File: config.mk
export PLATFORM = sky130hd
export DESIGN_NAME = cpu_ctrl
export DESIGN_NICKNAME = d
export VERILOG_FILES = /design/src/rtl/cpu_ctrl_pkg.sv /design/src/rtl/ctrl_decode.sv /design/src/rtl/cpu_ctrl.sv
export SDC_FILE = /design/constraint.sdc
export NUM_CORES = 1
export LEC_CHECK = 0
export CORE_UTILIZATION = 25
export CTS_CLUSTER_SIZE = 14
export DETAILED_ROUTE_END_ITERATION = 16
export HOLD_SLACK_MARGIN = 0.12
export SYNTH_ARGS = -nofsm -noshare
export SYNTH_HDL_FRONTEND = slang
export SYNTH_HIERARCHICAL = 1
export SYNTH_SLANG_ARGS = --single-unit
export TNS_END_PERCENT = 100
File: constraint.sdc
create_clock -name clk -period 3.4 [get_ports clk]
set_clock_uncertainty 0.05 [all_clocks]
set_input_delay 0.85 -clock clk [delete_from_list [all_inputs] [get_ports clk]]
set_output_delay 0.85 -clock clk [all_outputs]
set_load 0.01 [all_outputs]
File: src/rtl/cpu_ctrl_pkg.sv
// ---------------------------------------------------------------------------
// cpu_ctrl_pkg
//   Shared constants for the hardwired control unit of the 8-bit accumulator
//   CPU: opcode values, ALU function-select codes, bus source codes, the FSM
//   state type and the instruction-class record produced by ctrl_decode.
//
//   Optional feature macro: CTRL_HALT_EN
//     defined   -> opcode 8'hFF halts the machine (ST_HALT exists)
//     undefined -> 8'hFF is an ordinary NOP and ST_HALT is not part of the FSM
// ---------------------------------------------------------------------------
package cpu_ctrl_pkg;

  // Opcodes held in IR. Anything not listed here executes as NOP.
  localparam logic [7:0] OP_NOP  = 8'h00;
  localparam logic [7:0] OP_LDAC = 8'h01;
  localparam logic [7:0] OP_STAC = 8'h02;
  localparam logic [7:0] OP_MVAC = 8'h03;
  localparam logic [7:0] OP_MOVR = 8'h04;
  localparam logic [7:0] OP_JUMP = 8'h05;
  localparam logic [7:0] OP_JMPZ = 8'h06;
  localparam logic [7:0] OP_JPNZ = 8'h07;
  localparam logic [7:0] OP_ADD  = 8'h08;
  localparam logic [7:0] OP_SUB  = 8'h09;
  localparam logic [7:0] OP_INAC = 8'h0A;
  localparam logic [7:0] OP_CLAC = 8'h0B;
  localparam logic [7:0] OP_AND  = 8'h0C;
  localparam logic [7:0] OP_OR   = 8'h0D;
  localparam logic [7:0] OP_XOR  = 8'h0E;
  localparam logic [7:0] OP_NOT  = 8'h0F;
  localparam logic [7:0] OP_HALT = 8'hFF;

  // ALU function select. IDLE tri-states the ALU output onto the bus.
  localparam logic [3:0] ALUS_CLAC = 4'b0000;
  localparam logic [3:0] ALUS_ADD  = 4'b0001;
  localparam logic [3:0] ALUS_SUB  = 4'b0010;
  localparam logic [3:0] ALUS_INAC = 4'b0011;
  localparam logic [3:0] ALUS_AND  = 4'b0100;
  localparam logic [3:0] ALUS_OR   = 4'b0101;
  localparam logic [3:0] ALUS_NOT  = 4'b0110;
  localparam logic [3:0] ALUS_XOR  = 4'b0111;
  localparam logic [3:0] ALUS_PASS = 4'b1000;
  localparam logic [3:0] ALUS_IDLE = 4'b1111;

  // Internal bus source select.
  localparam logic [2:0] BUS_NONE = 3'd0;
  localparam logic [2:0] BUS_PC   = 3'd1;
  localparam logic [2:0] BUS_DR   = 3'd2;
  localparam logic [2:0] BUS_DRTR = 3'd3;
  localparam logic [2:0] BUS_AC   = 3'd4;
  localparam logic [2:0] BUS_R    = 3'd5;

  // Control states.
  //   F1..F3 : opcode fetch
  //   EX     : decode / single-cycle execute
  //   N1     : second PC increment of an untaken conditional jump
  //   A1..A4 : 16-bit address operand fetch (low byte into TR, high in DR)
  //   L1,L2  : LDAC data read and AC load
  //   S1,S2  : STAC data staging and memory write
  typedef enum logic [3:0] {
    ST_F1,
    ST_F2,
    ST_F3,
    ST_EX,
    ST_N1,
    ST_A1,
    ST_A2,
    ST_A3,
    ST_A4,
    ST_L1,
    ST_L2,
    ST_S1,
    ST_S2
`ifdef CTRL_HALT_EN
    ,
    ST_HALT
`endif
  } state_t;

  // Instruction class flags decoded from IR.
  //   alu1    : AC-only ALU op (INAC, CLAC, NOT), nothing driven on the bus
  //   alu2    : ALU op with R on the bus (MOVR, ADD, SUB, AND, OR, XOR)
  //   mvac    : copy AC into R
  //   mem     : LDAC / STAC, needs an address operand
  //   store   : STAC (qualifies mem)
  //   jump    : JUMP / JMPZ / JPNZ, needs an address operand when taken
  //   cond    : conditional jump (qualifies jump)
  //   cond_nz : condition is "Z clear" rather than "Z set"
  //   halt    : halt request (never set unless CTRL_HALT_EN)
  typedef struct packed {
    logic alu1;
    logic alu2;
    logic mvac;
    logic mem;
    logic store;
    logic jump;
    logic cond;
    logic cond_nz;
    logic halt;
  } instr_class_t;

  // A jump is taken when it is unconditional or its Z condition holds.
  function automatic logic jump_is_taken(input instr_class_t cls, input logic z);
    logic cond_ok;
    cond_ok = cls.cond_nz ? ~z : z;
    return cls.jump & (~cls.cond | cond_ok);
  endfunction

endpackage

File: src/rtl/ctrl_decode.sv
// ---------------------------------------------------------------------------
// ctrl_decode
//   Purely combinational opcode decoder. Turns the IR value into instruction
//   class flags and the ALU function code used during EX. Sequencing is left
//   to cpu_ctrl.
//
//   Ports
//     ir      in   8  opcode from IR register
//     cls     out     instruction class flags (instr_class_t)
//     alu_op  out  4  ALU code for alu1/alu2 classes, ALUS_IDLE otherwise
//
//   Optional feature macro: CTRL_HALT_EN (enables decode of 8'hFF as halt)
// ---------------------------------------------------------------------------
module ctrl_decode
  import cpu_ctrl_pkg::*;
(
  input  logic [7:0]   ir,
  output instr_class_t cls,
  output logic [3:0]   alu_op
);

  always_comb begin
    cls    = '0;
    alu_op = ALUS_IDLE;
    unique case (ir)
      OP_LDAC: cls.mem = 1'b1;
      OP_STAC: begin
        cls.mem   = 1'b1;
        cls.store = 1'b1;
      end
      OP_MVAC: cls.mvac = 1'b1;
      OP_MOVR: begin
        cls.alu2 = 1'b1;
        alu_op   = ALUS_PASS;
      end
      OP_JUMP: cls.jump = 1'b1;
      OP_JMPZ: begin
        cls.jump = 1'b1;
        cls.cond = 1'b1;
      end
      OP_JPNZ: begin
        cls.jump    = 1'b1;
        cls.cond    = 1'b1;
        cls.cond_nz = 1'b1;
      end
      OP_ADD: begin
        cls.alu2 = 1'b1;
        alu_op   = ALUS_ADD;
      end
      OP_SUB: begin
        cls.alu2 = 1'b1;
        alu_op   = ALUS_SUB;
      end
      OP_INAC: begin
        cls.alu1 = 1'b1;
        alu_op   = ALUS_INAC;
      end
      OP_CLAC: begin
        cls.alu1 = 1'b1;
        alu_op   = ALUS_CLAC;
      end
      OP_AND: begin
        cls.alu2 = 1'b1;
        alu_op   = ALUS_AND;
      end
      OP_OR: begin
        cls.alu2 = 1'b1;
        alu_op   = ALUS_OR;
      end
      OP_XOR: begin
        cls.alu2 = 1'b1;
        alu_op   = ALUS_XOR;
      end
      OP_NOT: begin
        cls.alu1 = 1'b1;
        alu_op   = ALUS_NOT;
      end
`ifdef CTRL_HALT_EN
      OP_HALT: cls.halt = 1'b1;
`endif
      default: ;
    endcase
  end

endmodule

File: src/rtl/cpu_ctrl.sv
// ---------------------------------------------------------------------------
// cpu_ctrl
//   Hardwired Moore control unit of the 8-bit accumulator CPU. Steps through
//   fetch, address-operand fetch and execute, one state per clock, and drives
//   the ALU select, bus source, register load/increment strobes and memory
//   read/write requests. Memory states stall until mem_ready; while stalled
//   only the memory request is asserted, so every output stays constant.
//
//   Cycle counts with mem_ready held high (one per state visited):
//     1-byte ops F1 F2 F3 EX                     -> 4
//     untaken    F1 F2 F3 EX N1                  -> 5
//     taken jump F1 F2 F3 EX A1 A2 A3 A4         -> 8
//     LDAC/STAC  F1 F2 F3 EX A1 A2 A3 A4 L1/S1 L2/S2 -> 10
//
//   Ports
//     clk        in   1  system clock, rising edge
//     rst_n      in   1  asynchronous active-low reset
//     ir         in   8  opcode from IR register
//     z          in   1  Z flag register, looked at only in EX
//     mem_ready  in   1  memory handshake complete
//     alus       out  4  ALU function select, 4'b1111 = idle
//     bus_sel    out  3  bus source (0 none,1 PC,2 DR,3 {DR,TR},4 AC,5 R)
//     ar_ld, ar_inc, pc_ld, pc_inc, dr_ld, tr_ld, ir_ld, ac_ld, r_ld, z_ld
//                out  1  datapath register load / increment strobes
//     mem_rd     out  1  memory read request (address = AR)
//     mem_wr     out  1  memory write request (data = DR)
//     halted     out  1  FSM parked in HALT
//
//   Optional feature macro: CTRL_HALT_EN
//     defined   -> opcode 8'hFF in EX parks the FSM in HALT until reset
//     undefined -> 8'hFF runs as NOP and halted is constant 0
// ---------------------------------------------------------------------------
module cpu_ctrl
  import cpu_ctrl_pkg::*;
(
  input  logic       clk,
  input  logic       rst_n,
  input  logic [7:0] ir,
  input  logic       z,
  input  logic       mem_ready,
  output logic [3:0] alus,
  output logic [2:0] bus_sel,
  output logic       ar_ld,
  output logic       ar_inc,
  output logic       pc_ld,
  output logic       pc_inc,
  output logic       dr_ld,
  output logic       tr_ld,
  output logic       ir_ld,
  output logic       ac_ld,
  output logic       r_ld,
  output logic       z_ld,
  output logic       mem_rd,
  output logic       mem_wr,
  output logic       halted
);

  state_t       state;
  state_t       next_state;
  instr_class_t cls;
  logic [3:0]   alu_op;
  logic         taken;

  ctrl_decode u_decode (
    .ir     (ir),
    .cls    (cls),
    .alu_op (alu_op)
  );

  assign taken = jump_is_taken(cls, z);

  always_ff @(posedge clk or negedge rst_n) begin
    if (!rst_n) begin
      state <= ST_F1;
    end else begin
      state <= next_state;
    end
  end

  // Outputs are gated by rst_n so that asserting reset silences every strobe
  // (notably mem_wr) in the same cycle, not just from the next state on.
  always_comb begin
    next_state = state;
    alus       = ALUS_IDLE;
    bus_sel    = BUS_NONE;
    ar_ld      = 1'b0;
    ar_inc     = 1'b0;
    pc_ld      = 1'b0;
    pc_inc     = 1'b0;
    dr_ld      = 1'b0;
    tr_ld      = 1'b0;
    ir_ld      = 1'b0;
    ac_ld      = 1'b0;
    r_ld       = 1'b0;
    z_ld       = 1'b0;
    mem_rd     = 1'b0;
    mem_wr     = 1'b0;
    halted     = 1'b0;

    if (rst_n) begin
      unique case (state)
        ST_F1: begin
          bus_sel    = BUS_PC;
          ar_ld      = 1'b1;
          next_state = ST_F2;
        end

        ST_F2: begin
          mem_rd = 1'b1;
          if (mem_ready) begin
            dr_ld      = 1'b1;
            pc_inc     = 1'b1;
            next_state = ST_F3;
          end
        end

        ST_F3: begin
          bus_sel    = BUS_DR;
          ir_ld      = 1'b1;
          next_state = ST_EX;
        end

        // IR was loaded at the end of F3, so ir is valid here and stays
        // stable until the next F3.
        ST_EX: begin
          next_state = ST_F1;
          if (cls.halt) begin
`ifdef CTRL_HALT_EN
            next_state = ST_HALT;
`endif
          end else if (cls.mem || taken) begin
            bus_sel    = BUS_PC;
            ar_ld      = 1'b1;
            next_state = ST_A1;
          end else if (cls.jump) begin
            // Untaken conditional jump skips its two address bytes.
            pc_inc     = 1'b1;
            next_state = ST_N1;
          end else if (cls.alu2) begin
            bus_sel = BUS_R;
            alus    = alu_op;
            ac_ld   = 1'b1;
            z_ld    = 1'b1;
          end else if (cls.alu1) begin
            alus  = alu_op;
            ac_ld = 1'b1;
            z_ld  = 1'b1;
          end else if (cls.mvac) begin
            bus_sel = BUS_AC;
            r_ld    = 1'b1;
          end
        end

        ST_N1: begin
          pc_inc     = 1'b1;
          next_state = ST_F1;
        end

        // Low address byte: AR steps to the high byte as the read completes.
        ST_A1: begin
          mem_rd = 1'b1;
          if (mem_ready) begin
            dr_ld      = 1'b1;
            pc_inc     = 1'b1;
            ar_inc     = 1'b1;
            next_state = ST_A2;
          end
        end

        ST_A2: begin
          bus_sel    = BUS_DR;
          tr_ld      = 1'b1;
          next_state = ST_A3;
        end

        ST_A3: begin
          mem_rd = 1'b1;
          if (mem_ready) begin
            dr_ld      = 1'b1;
            pc_inc     = 1'b1;
            next_state = ST_A4;
          end
        end

        // Full 16-bit operand {DR,TR} is on the bus: it becomes either the
        // data address (LDAC/STAC) or the new PC (taken jump).
        ST_A4: begin
          bus_sel = BUS_DRTR;
          if (cls.mem) begin
            ar_ld      = 1'b1;
            next_state = cls.store ? ST_S1 : ST_L1;
          end else begin
            pc_ld      = 1'b1;
            next_state = ST_F1;
          end
        end

        ST_L1: begin
          mem_rd = 1'b1;
          if (mem_ready) begin
            dr_ld      = 1'b1;
            next_state = ST_L2;
          end
        end

        ST_L2: begin
          bus_sel    = BUS_DR;
          alus       = ALUS_PASS;
          ac_ld      = 1'b1;
          z_ld       = 1'b1;
          next_state = ST_F1;
        end

        ST_S1: begin
          bus_sel    = BUS_AC;
          dr_ld      = 1'b1;
          next_state = ST_S2;
        end

        ST_S2: begin
          mem_wr = 1'b1;
          if (mem_ready) begin
            next_state = ST_F1;
          end
        end

`ifdef CTRL_HALT_EN
        ST_HALT: begin
          halted     = 1'b1;
          next_state = ST_HALT;
        end
`endif

        default: next_state = ST_F1;
      endcase
    end
  end

endmodule

# After elaboration in Yosys (flattened, before gate mapping)

Index checks and enable logic that the tools add are counted.

Input bits: 12
Word-level logic and storage cells: 118
Output and inout port bits: 20
Register bits after elaboration: 4

Mux-type cells: 70
Equality and inequality tests: 32
Reduce and logical (&&, ||, !) cells: 11
Bitwise operators: 4

Operators by type and width:

| cell                                           | number |
|---|---|
| == test 8 x 4 -> 1 bit (second input constant) | 8 |
| two-way mux 4 bit                              | 11 |
| one-hot mux 4 bit (11 select lines)            | 1 |
| two-way mux 1 bit                              | 42 |
| one-hot mux 4 bit (9 select lines)             | 1 |
| == test 8 x 3 -> 1 bit (second input constant) | 4 |
| two-way mux 3 bit                              | 8 |
| == test 4 bit (second input constant)          | 5 |
| == test 4 x 3 -> 1 bit (second input constant) | 4 |
| == test 8 x 2 -> 1 bit (second input constant) | 2 |
| one-hot mux 3 bit (5 select lines)             | 1 |
| OR reduction 3 bit                             | 4 |
| != test 2 bit (second input constant)          | 5 |
| == test 4 x 2 -> 1 bit (second input constant) | 2 |
| == test 8 x 1 -> 1 bit (second input constant) | 1 |
| one-hot mux 4 bit (2 select lines)             | 1 |
| one-hot mux 1 bit (3 select lines)             | 2 |
| AND reduction 6 bit                            | 1 |
| OR reduction 6 bit                             | 1 |
| == test 4 x 1 -> 1 bit (second input constant) | 1 |
| zero test 4 bit                                | 1 |
| one-hot mux 1 bit (2 select lines)             | 2 |
| OR reduction 2 bit                             | 2 |
| OR reduction 4 bit                             | 1 |
| 5 further kinds                                | 6 |

# Depth between registers and ports, before layout

Depth after elaboration: 10
Depth in mapped cells: 9
Gate-level depth less buffers: 7

# Modules after synthesis

The synthesis kept the hierarchy.

By module, submodules not included:

| module      | area each (µm²) | sequential area each (µm²) | cells an instance | times used |
|---|---|---|---|---|
| cpu_ctrl    | 795.8           | 100.1                      | 110               | 1 |
| ctrl_decode | 236.5           | 0.0                        | 40                | 1 |

# Worst setup path after synthesis

No wires, ideal clock.

Path type: input-to-output
Start: input ir[0]
End: output alus[0]
Data required time: 2500 ps
Arrival time: 2379 ps
Path slack: 121 ps
Stages: 8
Cells stage by stage: buf_6 nand2b_4 maj3_1 nor2b_1 nor2_1 or4_1 nor2_1 o21ai_0

RTL lines:

| item        | RTL line       | RTL |
|---|---|---|
| from (decl) | cpu_ctrl.sv:38 | `input logic [7:0] ir,` |
| to (decl)   | cpu_ctrl.sv:41 | `output logic [3:0] alus,` |

==> flow_summary.yaml <==
worst_hold_path:
  hold_end: "state[0]$_DFFE_PN0P_"
  hold_depth: 2
  hold_start: "state[3]$_DFFE_PN0P_"
  hold_path.class: "register to register"
grt:
  grt_pass1_wl_um: 5380
  use_met2_pct: 24.6
  grt.busiest_layer: "met2"
  globalRouteMet3Util_pct: 0.862
  grt_usage_pct: 15.8
  antenna_found_initial: 0
  grt_pass1_vias: 1177
  grt-ovfl-total: 0
  use_met1_pct: 22.1
  grt_max_degree: 23
pwr:
  p_int_w: 0.000448
  power_frac_clock_pct: 12.0
  p_seq_share_pct: 13.4
  p_total_w: 0.000852
  p_switching_w: 0.000404
  power.density_nw_per_um2: 513
  p_comb_share_pct: 74.6
  ir_drop_v: 0.000204
  switching_share_pct: 47.4
  p_leak_nw: 0.688
layout:
  area_growth_pct: 60.8
  fin_nets: 217
  most-common-layout-cells: "buf_4, nor2_1, nand2_1"
  largestRegisters: "state: 4 flops"
  drive_gt1_share_pct: 40.9
  regMostFlops: "state"
  final_common_cell: "buf_4"
  largest_register_ffs: 4
  n_antenna_cell: 0
placed_design:
  dp_hpwl_um: 2220
  gp_congestion: 0.977
  io_buffers: 30
die:
  num_rows: 22
  die_area_um2: 4390
  die-width_um: 66.3
  ios: 32
  start_util_pct: 27.2
  coreArea_um2: 3800
  die_y_um: 66.3
critical_path:
  slowest_delay_ps: 490
  critical_path_class: "input port to primary output"
  crit_chain: "clkdlybuf4s15_1 -> nor4_4 -> buf_4 -> nand2_2 -> nor2_4 -> buf_6 -> buf_12 -> or4_4 -> nor2_1 -> o21ai_0 -> buf_2"
  r2r_start: "state[1]$_DFFE_PN0P_"
  r2r_cells: 5
  end_kind: "primary output"
  critical_path_arrival_ps: 2450
  critPathMaxFanout: 6
  r2r_slack_ps: 1710
  cp_slowest_cell: "or4_4"
  worstSetupStartpointType: "input port"
  critPathRequiredTime_ps: 2500
  r2r-end: "state[0]$_DFFE_PN0P_"
route:
  viasPerCell: 4.88
  wl_um: 3190
  drc: 0
  ant_nets: 0
  wl_per_cell_um: 12.7
  drtIter0Drc: 109
  drt-pass1-iter-count: 4
  via_count: 1225
synth:
  synthCells: 150
  yosysSeqAreaShare_pct: 9.70
  yosysUniqueCellTypes: 51
  synth_fp_nets: 162
  ys_ff_latch: 4
  avgSynthCellArea_um2: 6.88
  synth_area_um2: 1030
  yosys_warnings: 6
clock_tree:
  h-tree-depth: 1
  clkSinkCount: 4
  hold_buffers: 0
  cts_root_buf: "clkbuf_8"
  cts_tree: "built"
  cts_buffers: 3
  clk_latency_ps: 220
  cts_buffer_depth: 2
  clk_pin_slew_ps: 30
timing:
  tns_ps: 0
  fmax_ghz: 0.298
  finalSetupViolCount: 0
  hold_violations: 0
  min_period_ps: 3350
  rsz0062_at_grt: "yes"
  fin_crit_sh_pct: 98.7
  slew_violations: 0
outcome:
  status: "complete, no violations"
job:
  drv_cap: 0
[power groups by stage]
stage,registers (W),logic [W],clock network (W)
6_report,0.000114,0.000635,0.000102
5_1_grt,0.000119,0.000700,0.000106
4_1_cts,0.000115,0.000629,0.000104
3_5_place_dp,0.000114,0.000622,0
3_3_place_gp,0.000114,0.000625,0
2_1_floorplan,0.0000921,0.000447,0
[metal layers]
layer | routed length [um] | up-vias | share of wire, %
met1 | 1510 | 558 | 48
met4 | 35 | 0 | 1.1
met2 | 1540 | 28 | 48
li1 | - | 634 | -
met3 | 95 | 5 | 3.0
met5 | 0 | - | 0
[per-stage QoR]
stage                     hold WS, ps  instances  area, um2  util (%)  setup slack, ps
after floorplan                   504        150       1030         -              121
after global placement            645        238       1500      39.4             -778
after detailed placement          656        238       1500      39.4             -802
after CTS                         683        249       1610      42.5             1.08
after global routing              711        251       1660      43.7            -44.8
final                             693        251       1660      43.7             45.2
[critical path, delay by kind of cell]
family	cells	cell delay (ps)
simple gates	5	780
buf+inv	5	760
compound gates	1	70
[how the worst max path moves through the flow]
stage	slack, ps	cells after the start	endpoint	start
after detailed placement	-800	10	ar_ld	ir[5]
after floorplan	120	8	alus[0]	ir[0]
after global placement	-780	10	ar_ld	ir[5]
after global routing	-40	10	alus[0]	ir[7]
after CTS	1	9	alus[1]	ir[1]
final	50	11	alus[1]	ir[5]
[cells in the mapped netlist (all sizes together)]
master,count,area (um2)
inv,2,7.51
nor4bb,1,10.0
o221ai,1,26.3
a221oi,1,15.0
maj3,1,10.0
nand3b,1,7.51
nor2b,8,50.1
o22ai,1,6.26
a21boi,1,7.51
nor4,3,46.3
nand2b,7,51.3
o211ai,1,7.51
buf,14,96.3
and4,1,8.76
o21a,1,7.51
conb,2,7.51
a41o,1,10.0
nor4b,1,15.0
mux2,2,26.3
and2,1,6.26
nand2,19,71.3
mux2i,1,10.0
clkbuf,2,8.75
xor2,1,8.76
a31oi,2,12.5
a32oi,2,17.5
a21o,1,7.51
nor3b,3,27.5
o21ai,9,45.0
o31ai,3,22.5
dfrtp,4,100
and3,2,12.5
or4,1,7.51
a22o,1,8.76
nor3,5,25.0
xnor2,2,17.5
nand4,1,6.26
nand4bb,2,38.8
a21oi,5,25.0
nand3,2,10.0
a2bb2oi,2,17.5
nor2,29,109
[cell type report]
cell class,count,area (um2)
timing repair buffer,66,523
tap,48,60.1
clock buffer,3,41.3
sequential,4,100
fill,387,2140
multi-input combinational,128,928
inverter,2,7.51
[repair_timing]
| action | 4_1_cts | 5_1_grt |
|---|---|---|
| setup buffers | 8 | 2 |
| pin swaps | 13 | 7 |
| setup endpoints to repair | 12 | 11 |
| gates cloned | 0 | 0 |
| resized for setup | 66 | 27 |
[logic make-up (layout without fill, tap and decap cells)]
group / after synthesis / count (layout) / share of synthesized area (%)
xor gates and xnor gates: 3 / 3 / 2.55
and+or+nand+nor: 87 / 87 / 48.7
other: 2 / 2 / 0.728
buffers and inverters: 18 / 71 / 10.9
adders and majority gates: 1 / 1 / 0.970
AOI/OAI and AO/OA: 32 / 32 / 22.9
muxes: 3 / 3 / 3.51
DFF: 4 / 4 / 9.70
(Power assumes the default switching activity.)
